## src/rtl/csa_pkg.sv

```systemverilog
// Shared definitions for the carry-save accumulator: FSM states, the resolve
// chunk width and the default operand/guard widths.
package csa_pkg;

   typedef enum logic [1:0] {
      ST_ACC     = 2'd0,
      ST_RESOLVE = 2'd1,
      ST_DONE    = 2'd2
   } state_t;

   localparam int CHUNK = 8;
   localparam int DEF_N = 32;
   localparam int DEF_G = 8;

endpackage

```

## src/rtl/csa_accumulator_full_adder.sv

```systemverilog
// Single-bit full adder cell; the accumulator instantiates one per bit as a
// 3:2 compressor.
module csa_accumulator_full_adder (
   input  logic a,
   input  logic b,
   input  logic ci,
   output logic s,
   output logic co
);

   assign s  = a ^ b ^ ci;
   assign co = (a & b) | (a & ci) | (b & ci);

endmodule

```

## src/rtl/csa_accumulator.sv

```systemverilog
// Carry-save group accumulator: operands are compressed into (S, C) at one per
// cycle, then the redundant pair is resolved 8 bits per cycle before output.
module csa_accumulator
   import csa_pkg::*;
#(
   parameter int N = DEF_N,
   parameter int G = DEF_G
) (
   input  logic         clk,
   input  logic         rst,
   input  logic         in_valid,
   output logic         in_ready,
   input  logic [N-1:0] in_data,
   input  logic         in_last,
   output logic         out_valid,
   input  logic         out_ready,
   output logic [N-1:0] out_sum,
   output logic         out_wrap,
   output logic [G-1:0] out_count
);

   localparam int W      = N + G;
   localparam int NCHUNK = W / CHUNK;
   localparam int IW     = (NCHUNK > 1) ? $clog2(NCHUNK) : 1;
   localparam logic [G-1:0]  CNT_CLOSE = G'((1 << G) - 2);
   localparam logic [IW-1:0] IDX_LAST  = IW'(NCHUNK - 1);

   state_t          state_reg, state_next;
   logic [W-1:0]    s_reg, c_reg, res_reg;
   logic [G-1:0]    cnt_reg;
   logic [IW-1:0]   idx_reg;
   logic            carry_reg;

   logic [W-1:0]    d_ext, fa_sum, fa_carry, c_next;
   logic [CHUNK:0]  chunk_full;
   logic            accept, close_group;
   logic            unused_top_carry;

   assign d_ext = {{G{1'b0}}, in_data};

   generate
      for (genvar gi = 0; gi < W; gi++) begin : g_csa
         csa_accumulator_full_adder u_fa (
            .a  (s_reg[gi]),
            .b  (c_reg[gi]),
            .ci (d_ext[gi]),
            .s  (fa_sum[gi]),
            .co (fa_carry[gi])
         );
      end
   endgenerate

   // The top carry is provably zero because the group sum always fits in W bits.
   assign c_next           = {fa_carry[W-2:0], 1'b0};
   assign unused_top_carry = fa_carry[W-1];

   assign accept      = (state_reg == ST_ACC) && in_valid;
   assign close_group = accept && (in_last || (cnt_reg == CNT_CLOSE));
   assign chunk_full  = {1'b0, s_reg[CHUNK-1:0]} + {1'b0, c_reg[CHUNK-1:0]}
                      + {{CHUNK{1'b0}}, carry_reg};

   always_ff @(posedge clk or posedge rst) begin
      if (rst) state_reg <= ST_ACC;
      else     state_reg <= state_next;
   end

   always_comb begin
      state_next = state_reg;
      in_ready   = 1'b0;
      out_valid  = 1'b0;
      case (state_reg)
         ST_ACC: begin
            in_ready = 1'b1;
            if (close_group) state_next = ST_RESOLVE;
         end
         ST_RESOLVE: begin
            if (idx_reg == IDX_LAST) state_next = ST_DONE;
         end
         ST_DONE: begin
            out_valid = 1'b1;
            if (out_ready) state_next = ST_ACC;
         end
         default: state_next = ST_ACC;
      endcase
   end

   // Resolution shifts S and C down a chunk per cycle and fills R from the top.
   always_ff @(posedge clk or posedge rst) begin
      if (rst) begin
         s_reg     <= '0;
         c_reg     <= '0;
         res_reg   <= '0;
         cnt_reg   <= '0;
         idx_reg   <= '0;
         carry_reg <= 1'b0;
      end else begin
         case (state_reg)
            ST_ACC: begin
               if (accept) begin
                  s_reg     <= fa_sum;
                  c_reg     <= c_next;
                  cnt_reg   <= cnt_reg + 1'b1;
                  idx_reg   <= '0;
                  carry_reg <= 1'b0;
               end
            end
            ST_RESOLVE: begin
               res_reg   <= {chunk_full[CHUNK-1:0], res_reg[W-1:CHUNK]};
               s_reg     <= s_reg >> CHUNK;
               c_reg     <= c_reg >> CHUNK;
               carry_reg <= chunk_full[CHUNK];
               idx_reg   <= idx_reg + 1'b1;
            end
            ST_DONE: begin
               if (out_ready) begin
                  s_reg     <= '0;
                  c_reg     <= '0;
                  res_reg   <= '0;
                  cnt_reg   <= '0;
                  idx_reg   <= '0;
                  carry_reg <= 1'b0;
               end
            end
            default: ;
         endcase
      end
   end

   assign out_sum   = out_valid ? res_reg[N-1:0] : '0;
   assign out_wrap  = out_valid ? |res_reg[W-1:N] : 1'b0;
   assign out_count = out_valid ? cnt_reg : '0;

endmodule

```

## config.mk

```make
export PLATFORM = sky130hd
export DESIGN_NAME = csa_accumulator
export DESIGN_NICKNAME = d
export VERILOG_FILES = /design/src/rtl/csa_pkg.sv /design/src/rtl/csa_accumulator_full_adder.sv /design/src/rtl/csa_accumulator.sv
export SDC_FILE = /design/constraint.sdc
export NUM_CORES = 1
export LEC_CHECK = 0
export CORE_AREA = 2 2 139 141
export DETAILED_ROUTE_END_ITERATION = 8
export DIE_AREA = 0 0 141 143
export GPL_TIMING_DRIVEN = 0
export PLACE_DENSITY = 0.61
export SYNTH_ARGS = -nofsm -noshare
export SYNTH_HDL_FRONTEND = slang
export SYNTH_SLANG_ARGS = --single-unit
```

## constraint.sdc

```tcl
create_clock -name clk -period 5.2 [get_ports clk]
set_clock_uncertainty 0.1 [all_clocks]
set_input_delay 0.52 -clock clk [delete_from_list [all_inputs] [get_ports clk]]
set_output_delay 0.52 -clock clk [all_outputs]
set_load 0.05 [all_outputs]
```

---- After elaboration in Yosys (flattened, before gate mapping) ----
Index checks and enable logic that the tools add are counted.
cells by class
  eq/ne operators ......................... 8
  mux-type cells .......................... 24
  $add $sub $neg .......................... 4
  reduce and logical (&&, ||, !) cells .... 12
  bitwise logic cells ..................... 239
operator list
  operator                                                        count
  40-bit case mux with 3 select lines                             2
  40-bit two-way mux                                              3
  1-bit AND                                                       103
  40-bit case mux with 2 select lines                             1
  1-bit XOR                                                       72
  1-bit bitwise OR                                                64
  32-bit two-way mux                                              1
  8-bit two-way mux                                               3
  8-bit case mux with 2 select lines                              1
  8-bit by 8-bit adder with 9-bit output                          1
  9-bit by 1-bit adder with 9-bit output                          1
  3-bit case mux with 3 select lines                              1
  3-bit AND reduction                                             3
  8-bit by 1-bit adder with 8-bit output (second input constant)  1
  8-bit equality test (second input constant)                     1
  2-bit != test (second input constant)                           4
  8-bit OR reduction                                              1
  2-bit two-way mux                                               3
  3-bit two-way mux                                               2
  2-bit case mux with 3 select lines                              1
  1-bit two-way mux                                               5
  2-bit nonzero test                                              2
  3-bit by 1-bit adder with 3-bit output (second input constant)  1
  3-bit equality test (second input constant)                     1
  8 further kinds                                                 9
storage, ports and cells
  register bits after elaboration ......... 134
  output and inout bits ................... 43
  word-level logic and storage cells ...... 294

---- Logic depth before layout (Yosys ltp) ----
Gate-level depths: netlist of the first run.
  word-level depth ........................ 5
  gate-level depth with buffers ........... 9
  mapped depth without buffers ............ 6

---- By module ----
Synthesis of the first run repeated with hierarchy kept, for this count alone.
second synthesis, totals
  cells, all modules ...................... 771
  area, all modules ....................... 7392.1 µm²
modules (own cells, without submodules)
  module                      area an instance (µm²)  cells each  times used
  csa_accumulator             6591.3                  731         1
  csa_accumulator_full_adder  20.0                    1           40

---- Least setup slack after synthesis of the first run ----
Ideal clock, no wire load.
  kind .................................... register to output
  from .................................... register state_reg[0]
  to ...................................... output port out_wrap
  stages on the path, launching flop included .. 5
  data required time ...................... 4580 ps
  slack ................................... 2101 ps
  arrival time ............................ 2479 ps
  path through ............................ dfrtp_1 > inv_1 > ha_1 > clkbuf_1 > a21boi_0
between the ends
  cells in the longest elaborated chain, start to end .. 3
RTL lines
  what                      line                    text
  start: declaration        csa_accumulator.sv:28   state_t state_reg, state_next;
  start signal: assignment  csa_accumulator.sv:64   else state_reg <= state_next;
  2-bit equality test       csa_accumulator.sv:71   case (state_reg)
  1-bit two-way mux         csa_accumulator.sv:71
  via out_valid             csa_accumulator.sv:15   output logic out_valid,
  1-bit two-way mux         csa_accumulator.sv:130  assign out_wrap = out_valid ? |res_reg[W-1:N] : 1'b0;
  end: declaration          csa_accumulator.sv:18   output logic out_wrap,
The timed path passes the listed nets, and every way through them passes these cells.

---- Final worst setup path of the first run ----
  from .................................... register state_reg[0]
  to ...................................... output port out_sum[3]
between the ends
  cells in the longest elaborated chain, start to end .. 3
RTL lines
  what                 line                    text
  2-bit equality test  csa_accumulator.sv:71
  1-bit two-way mux    csa_accumulator.sv:71
  32-bit two-way mux   csa_accumulator.sv:129  assign out_sum = out_valid ? res_reg[N-1:0] : '0;
  end: declaration     csa_accumulator.sv:17   output logic [N-1:0] out_sum,
No other way between the ends.

==> results of run 1 <==
[power groups by stage]
stage / Sequential, mW / Combinational (mW) / Clock [mW]
final: 1.81 / 2.78 / 1.22
after detailed placement: 1.83 / 2.78 / 0
after floorplan: 1.70 / 2.00 / 0
after CTS: 1.81 / 2.79 / 1.24
after global placement: 1.82 / 2.74 / 0
after global routing: 1.86 / 3.09 / 1.28
[per-layer routing]
metal,track usage,wire length [um]
met1,0.259,8480
met2,0.319,9310
met3,0.0439,849
met4,0.0558,248
met5,0,0
[cell usage in the layout, fill, tap and decap left out, types with 33 or more instances in the layout]
| cell | n |
|---|---|
| o21ai_0 | 51 |
| and3_1 | 36 |
| dfrtp_1 | 134 |
| nand2_1 | 81 |
| clkdlybuf4s50_1 | 79 |
| a22o_1 | 35 |
| and2_1 | 40 |
| nor2_1 | 64 |
| a21oi_1 | 45 |
| fa_1 | 33 |
[worst min path at each step]
stage / from / end / slack (ns) / depth (start not counted)
after floorplan: s_reg[34] / s_reg[34] / 0.36 / 2
after global placement: res_reg[5] / res_reg[5] / 0.38 / 1
after detailed placement: res_reg[5] / res_reg[5] / 0.37 / 1
after CTS: res_reg[4] / res_reg[4] / 0.40 / 1
after global routing: res_reg[3] / res_reg[3] / 0.41 / 1
final: res_reg[3] / res_reg[3] / 0.39 / 1
[cells in the mapped netlist (2+ instances only)]
library cell / instances / area (um2)
mux2_2: 2 / 22.5
nor2_1: 64 / 240
xor2_1: 2 / 17.5
a211oi_1: 3 / 22.5
clkbuf_1: 29 / 109
a221oi_1: 30 / 263
nand3b_1: 7 / 52.6
o21ai_0: 51 / 255
buf_2: 16 / 80.1
inv_1: 15 / 56.3
ha_1: 23 / 288
buf_1: 2 / 7.51
and2_1: 40 / 250
o21a_1: 2 / 15.0
nor2b_1: 5 / 31.3
nand3_1: 15 / 75.1
or3_1: 5 / 31.3
a21oi_1: 45 / 225
buf_4: 3 / 22.5
nand4_1: 4 / 25.0
buf_6: 2 / 22.5
nand2_1: 81 / 304
a22o_1: 35 / 307
nand2b_1: 5 / 31.3
nor3_1: 2 / 10.0
o31ai_1: 2 / 15.0
and3_1: 36 / 225
dfrtp_1: 134 / 3350
xnor2_1: 3 / 26.3
fa_1: 33 / 661
nor4_1: 3 / 18.8
[through the flow]
step	setup TNS, ns	utilization	std cells	worst slack [ns]
3_3_place_gp	-154.95	0.444	1025	-1.17
3_5_place_dp	0	0.446	1026	1.91
6_report	0	0.478	1058	1.50
4_1_cts	0	0.478	1058	1.45
5_1_grt	0	0.478	1058	1.30
2_1_floorplan	0	-	712	0.997
[cell families (layout without fill, tap and decap cells)]
| group | after synthesis | after routing | synth area share |
|---|---|---|---|
| compound gates | 176 | 176 | 0.163 |
| xor+xnor | 5 | 5 | 0.00611 |
| fa+ha+maj | 56 | 56 | 0.132 |
| buf+inv | 68 | 180 | 0.0420 |
| flops | 134 | 134 | 0.468 |
| mux | 2 | 2 | 0.00314 |
| simple gates | 271 | 271 | 0.186 |
[layout make-up]
cell class | instances | area share
clock inverters | 15 | 0.0189
multi-input cells | 510 | 0.396
well taps | 234 | 0.0330
repair buffers | 80 | 0.0921
flip-flops and latches | 134 | 0.378
inverters | 16 | 0.00733
plain buffers | 52 | 0.0272
clock buffers | 17 | 0.0479
==> impl_metrics.yaml, run 1 <==
setup_path:
  r2r_start: "state_reg[0]"
  worst-path-stages: 6
  critPathKind: "reg2out"
  critPathSlowestCell: "clkdlybuf4s50_1"
  worstPathCellList: "inv_1 > ha_1 > clkbuf_1 > clkbuf_1 > and2_1 > clkdlybuf4s50_1"
  path_buf_inv: 4
  critPathMaxStageDelay_ns: 0.81
  r2r_end: "c_reg[2]"
  worstPathRequired_ns: 4.58
  startpoint: "state_reg[0]"
  cp-start-kind: "flop"
  endpoint: "out_sum[3]"
  path_common_cell: "clkbuf_1"
  rrSetupSlack_ns: 2.85
  cp_max_fo: 10
  crit_arrival_ns: 3.08
  worst_r2r_path_depth: 7
  cp_top_family: "buffers and inverters"
  endpoint_kind: "output pin"
global_routing:
  antenna_found_initial: 0
  grt_pass1_vias: 5425
  grt_max_degree: 70
  grt_pass1_wl_um: 29900
  grt-ovfl-total: 0
  grt_usage: 0.194
route:
  wl_um: 18900
  vias: 5642
  ant_nets: 0
  routedWlPerCell_um: 17.9
  drc: 0
  drt_iter0_drc: 326
  dr.pass1.iters: 6
  via_per_inst: 5.33
clock_network:
  cts_resized: 0
  clk_latency_ns: 0.43
  post_cts_buffers: 0
  postCtsHoldBufs: 0
  clk_pin_slew_ns: 0.07
  cts-root-buf: "clkbuf_16"
  cts_tree: "done"
  clock-sinks: 134
  cts_htree_levels: 4
  numCtsBuffers: 17
  clockBufferDepth: 2
finish:
  fin_area_um2: 8880
  seq_area_um2: 3350
  area_growth_pct: 23.8
  num_antenna_cells: 0
  nNetsFinal: 904
  multi_input_area_um2: 3520
  drive_above_1_share: 0.0728
  fill_cells: 1769
place:
  place.gp.congestion: 0.806
  placed_cell_area_um2: 8290
  dp_hpwl_um: 13600
  io_buffers: 79
die:
  io_pins: 80
  start_util: 0.386
  die_area_um2: 20200
  die_x_um: 141
  core_um2: 18600
  std_cell_rows: 50
  die_h_um: 143
synth:
  synth.cell_area_um2: 7170
  synth_nets: 805
  synth_edf_count: 0
  synth-seq-area-share: 0.468
  ys.flop_type: "dfrtp_1"
  async_flop_share: 1.00
  synth_area_per_cell_um2: 10.1
  synth-seq-cells: 134
  yosysWarningCount: 0
  yosys.cell_types.count: 44
  syn_inst: 712
timing:
  whs_ns: 0.393
  maxSlewHeadroom: 0.573
  worstMarginPinSlew_ns: 0.640
  layout_worst_path_cycle_share: 0.711
  fmax_ghz: 0.270
  slew_violations: 0
  setup_viol: 0
  finalCriticalPeriod_ns: 3.70
  final-hold-violation-count: 0
  rsz0062_at_grt: "no"
power:
  power_mw: 5.81
  p_sw_mw: 2.63
  pwr_density_cell_nw_per_um2: 655
  peakVddDrop_mv: 0.314
  p_clk_frac: 0.210
  p_leak_nw: 4.07
  sw_frac_of_total: 0.452
  power_frac_seq: 0.312
  power_frac_comb: 0.478
  p_int_mw: 3.19
run:
  drv_cap: 0
outcome:
  outcome: "finished, final reports clean"
worst_hold_path:
  hp-class: "reg2reg"
(Power assumes the default switching activity.)
==> inputs of run 2 (changes only) <==
--- a/config.mk
+++ b/config.mk
@@ -9,7 +9,7 @@
 export DETAILED_ROUTE_END_ITERATION = 8
 export DIE_AREA = 0 0 141 143
 export GPL_TIMING_DRIVEN = 0
-export PLACE_DENSITY = 0.61
+export PLACE_DENSITY = 0.63
 export SYNTH_ARGS = -nofsm -noshare
 export SYNTH_HDL_FRONTEND = slang
 export SYNTH_SLANG_ARGS = --single-unit
==> constraint.sdc (replaced) <==
create_clock -name clk -period 3 [get_ports clk]
set_clock_uncertainty 0.1 [all_clocks]
set_input_delay 0.3 -clock clk [delete_from_list [all_inputs] [get_ports clk]]
set_output_delay 0.3 -clock clk [all_outputs]
set_load 0.05 [all_outputs]
==> impl_metrics.yaml, run 2 (same netlist as run 1, synthesis figures left out) <==
finish:
  final_common_cell: "dfrtp_1"
  nNetsFinal: 906
  drive_above_1_share: 0.119
  stdcell_count: 1058
  area_growth_pct: 22.9
  num_antenna_cells: 0
  final_cell_mix: "dfrtp_1 (134), nand2_1 (81), nor2_1 (64), o21ai_0 (51), a21oi_1 (45)"
  fill_cells: 1794
power:
  peakVddDrop_mv: 0.572
  power_mw: 10.2
  pwr_density_cell_nw_per_um2: 1150
  p_leak_nw: 4.20
timing:
  layout_worst_path_cycle_share: 0.957
  finalCriticalPeriod_ns: 2.87
  fmax_ghz: 0.348
  maxSlewHeadroom: 0.429
  worstMarginPinSlew_ns: 0.855
  setup_ws_ns: 0.130
  setup_viol: 0
  whs_ns: 0.301
  final-hold-violation-count: 0
  rsz0062_at_grt: "no"
  fin_setup_tns_ns: 0
  slew_violations: 0
setup_path:
  endpoint: "out_sum[3]"
  cp-start-kind: "flop"
  crit_arrival_ns: 2.47
  worst_r2r_path_depth: 7
  rrSetupSlack_ns: 0.53
  r2r_start: "state_reg[0]"
  endpoint_kind: "output pin"
  critPathKind: "reg2out"
  worstPathRequired_ns: 2.60
  r2r_end: "c_reg[3]"
  cp_max_fo: 10
  startpoint: "state_reg[0]"
outcome:
  outcome: "finished, final reports clean"
die:
  io_pins: 80
  start_util: 0.386
  std_cell_rows: 50
  die_x_um: 141
  die_h_um: 143
  core_um2: 18600
  die_area_um2: 20200
place:
  place.gp.congestion: 0.805
  placed_cells: 1028
  io_buffers: 79
  dpl_worst_slack_ns: -0.0816
  dp_hpwl_um: 13900
clock_network:
  clockBufferDepth: 2
  clock-sinks: 134
  clk_latency_ns: 0.42
  numCtsBuffers: 17
  cts-root-buf: "clkbuf_16"
  cts_tree: "done"
  post_cts_buffers: 0
  cts_htree_levels: 4
  postCtsHoldBufs: 0
  clk_pin_slew_ns: 0.06
global_routing:
  grt_pass1_wl_um: 31000
  grt_pass1_vias: 5637
  grt_usage: 0.199
  grt-ovfl-total: 0
  grt_max_degree: 38
  antenna_found_initial: 0
run:
  drv_cap: 0
route:
  vias: 5621
  ant_nets: 0
  routedWlPerCell_um: 18.1
  dr.pass1.iters: 5
  via_per_inst: 5.31
  wl_um: 19200
  drt_iter0_drc: 315
  drc: 0
worst_hold_path:
  hp-class: "in2async"
-- run 2: changes by cell type in the layout (fill, tap and decap cells not counted), moves of 3 or more --
cell	previous run	this run
clkdlybuf4s50_1	79	38
clkbuf_2	0	31
clkdlybuf4s15_2	0	7
inv_6	7	1
buf_12	0	3
clkbuf_1	29	26
dlymetal6s2s_1	0	3
-- run 2: per-layer routing --
metal	GRT usage	wire length [um]
met4	0.0558	302
met5	0	0
met3	0.0329	613
met1	0.261	8690
met2	0.343	9600
-- run 2: worst min-delay path by stage --
stage	startpoint	endpoint	slack (ns)	cells after the start
after CTS	rst	s_reg[37]	0.33	2
after floorplan	s_reg[34]	s_reg[34]	0.36	2
final	rst	cnt_reg[1]	0.30	2
after detailed placement	res_reg[6]	res_reg[6]	0.38	1
after global routing	rst	cnt_reg[1]	0.37	2
after global placement	res_reg[6]	res_reg[6]	0.37	1
-- run 2: timing repair --
action / in CTS / in global routing
setup endpoints to repair: 41 / 38
resized for setup: 57 / 60
hold endpoints to repair: 0 / 0
-- run 2: final cells by class --
class / instances / area [um2] / share of cell area
Multi-Input combinational cell: 510 / 3520 / 0.399
Clock buffer: 18 / 439 / 0.0498
Sequential cell: 134 / 3350 / 0.380
Clock inverter: 12 / 179 / 0.0203
Timing Repair Buffer: 82 / 726 / 0.0823
Tap cell: 234 / 293 / 0.0332
Buffer: 52 / 245 / 0.0278
Inverter: 16 / 63.8 / 0.00724
-- run 2: worst max-delay path, cell delays in order (launching register included) --
cell and delay, ns:
dfrtp_1 0.41, inv_1 0.13, ha_1 0.29, clkbuf_2 0.29, clkbuf_2 0.28, and2_1 0.16
clkdlybuf4s15_1 0.49
-- run 2: metrics by stage --
step | util | area [um2]
after global routing | 0.474 | 8820
after global placement | 0.445 | 8260
after detailed placement | 0.448 | 8320
after floorplan | - | 7180
after CTS | 0.480 | 8910
final | 0.474 | 8820
-- run 2: power by group --
| part | internal [mW] | switching (mW) | total [mW] |
|---|---|---|---|
| clock | 1.40 | 0.807 | 2.21 |
| combinational | 1.77 | 3.05 | 4.82 |
| sequential | 2.49 | 0.641 | 3.13 |
==> inputs of run 3 (changes only) <==
==> constraint.sdc (replaced) <==
create_clock -name clk -period 2.35 [get_ports clk]
set_clock_uncertainty 0.1 [all_clocks]
set_input_delay 0.235 -clock clk [delete_from_list [all_inputs] [get_ports clk]]
set_output_delay 0.235 -clock clk [all_outputs]
set_load 0.05 [all_outputs]
==> impl_metrics.yaml, run 3 (same netlist as run 1, synthesis figures left out) <==
clock_network:
  cts_tree: "done"
  clockBufferDepth: 2
  postCtsHoldBufs: 0
  post_cts_buffers: 0
  numCtsBuffers: 17
  cts-root-buf: "clkbuf_16"
  clk_latency_ns: 0.42
  clk_pin_slew_ns: 0.06
  clock-sinks: 134
  cts_htree_levels: 4
route:
  drt_iter0_drc: 346
  ant_nets: 0
  routedWlPerCell_um: 18.1
  wl_um: 19100
  drc: 0
  vias: 5593
  dr.pass1.iters: 4
  via_per_inst: 5.29
finish:
  final_cell_mix: "dfrtp_1 (134), nand2_1 (81), nor2_1 (64), o21ai_0 (51), a21oi_1 (45)"
  final_common_cell: "dfrtp_1"
  drive_above_1_share: 0.144
  postLayoutCoreUtil: 0.478
  fin_area_um2: 8870
  nNetsFinal: 906
  num_antenna_cells: 0
  stdcell_count: 1058
  area_growth_pct: 23.7
timing:
  worstMarginPinSlew_ns: 0.694
  whs_ns: 0.167
  finalCriticalPeriod_ns: 2.26
  maxSlewHeadroom: 0.536
  fin_setup_tns_ns: 0
  rsz0062_at_grt: "no"
  setup_viol: 0
  final-hold-violation-count: 0
  setup_ws_ns: 0.0942
  fmax_ghz: 0.443
  layout_worst_path_cycle_share: 0.960
  slew_violations: 0
worst_hold_path:
  hp-class: "in2async"
setup_path:
  r2r_start: "state_reg[0]"
  endpoint_kind: "output pin"
  worstPathRequired_ns: 2.02
  critPathSlowestCell: "dfrtp_1"
  crit_arrival_ns: 1.92
  worst_r2r_path_depth: 7
  r2r_end: "c_reg[3]"
  critPathKind: "reg2out"
  cp_max_fo: 10
  cp-start-kind: "flop"
  rrSetupSlack_ns: 0.14
  critPathMaxStageDelay_ns: 0.41
  worstPathCellList: "inv_1 > ha_4 > clkbuf_8 > a21boi_2 > clkdlybuf4s15_2"
power:
  pwr_density_cell_nw_per_um2: 1460
  power_mw: 12.9
  p_leak_nw: 4.21
  peakVddDrop_mv: 0.785
die:
  die_x_um: 141
  io_pins: 80
  die_h_um: 143
  die_area_um2: 20200
  std_cell_rows: 50
  start_util: 0.386
  core_um2: 18600
global_routing:
  grt_use_met2: 0.340
  grt_busiest_layer: "met2"
  antenna_found_initial: 0
  use_met1: 0.260
  grt-ovfl-total: 0
  grt_pass1_wl_um: 31500
  grt_pass1_vias: 5799
  grt_usage: 0.202
  grt_max_degree: 41
  grtUsageMet3: 0.0412
place:
  dp_hpwl_um: 13800
  placed_cells: 1028
  placed_cell_area_um2: 8320
  place.gp.congestion: 0.828
  io_buffers: 79
  dpl_worst_slack_ns: -0.656
outcome:
  outcome: "finished, final reports clean"
run:
  drv_cap: 0
==> run 3: how the worst max path moves through the flow <==
stage	start	endpoint	cells past startpoint
after floorplan	state_reg[0]	out_count[7]	5
after global placement	rst	s_reg[19]	2
after detailed placement	state_reg[0]	out_count[7]	6
after CTS	state_reg[0]	out_wrap	5
after global routing	state_reg[0]	c_reg[1]	7
final	state_reg[0]	out_wrap	5
==> run 3: critical path: cells and delay by family, from the launching register on <==
| kind | cells | cell delay, ns |
|---|---|---|
| flip-flops | 1 | 0.41 |
| AO/OA/AOI/OAI | 1 | 0.18 |
| adder cells (fa/ha/maj) | 1 | 0.19 |
| buffers and inverters | 3 | 0.71 |
==> run 3: layer usage <==
| metal | routed length (um) | vias up |
|---|---|---|
| met5 | 0 | - |
| met4 | 360 | 0 |
| met3 | 808 | 21 |
| met2 | 9520 | 131 |
| met1 | 8440 | 2730 |
| li1 | - | 2711 |
==> run 3: power by group <==
part           switching [mW]  internal, mW  total [mW]
sequential              0.828          3.18        4.01
clock                    1.03          1.65        2.68
combinational            3.88          2.34        6.22
==> run 3: layout make-up <==
cell class | count | area, um2
Inverter | 16 | 63.8
Multi-Input combinational cell | 510 | 3540
Clock inverter | 13 | 160
Fill cell | 1734 | 9710
Buffer | 52 | 278
Clock buffer | 17 | 425
Tap cell | 234 | 293
Timing Repair Buffer | 82 | 761
Sequential cell | 134 | 3350
==> run 3: what timing repair did <==
action	in CTS	in global routing
gates cloned	0	0
setup endpoints to repair	46	74
resized for setup	231	41
pin swaps	0	0
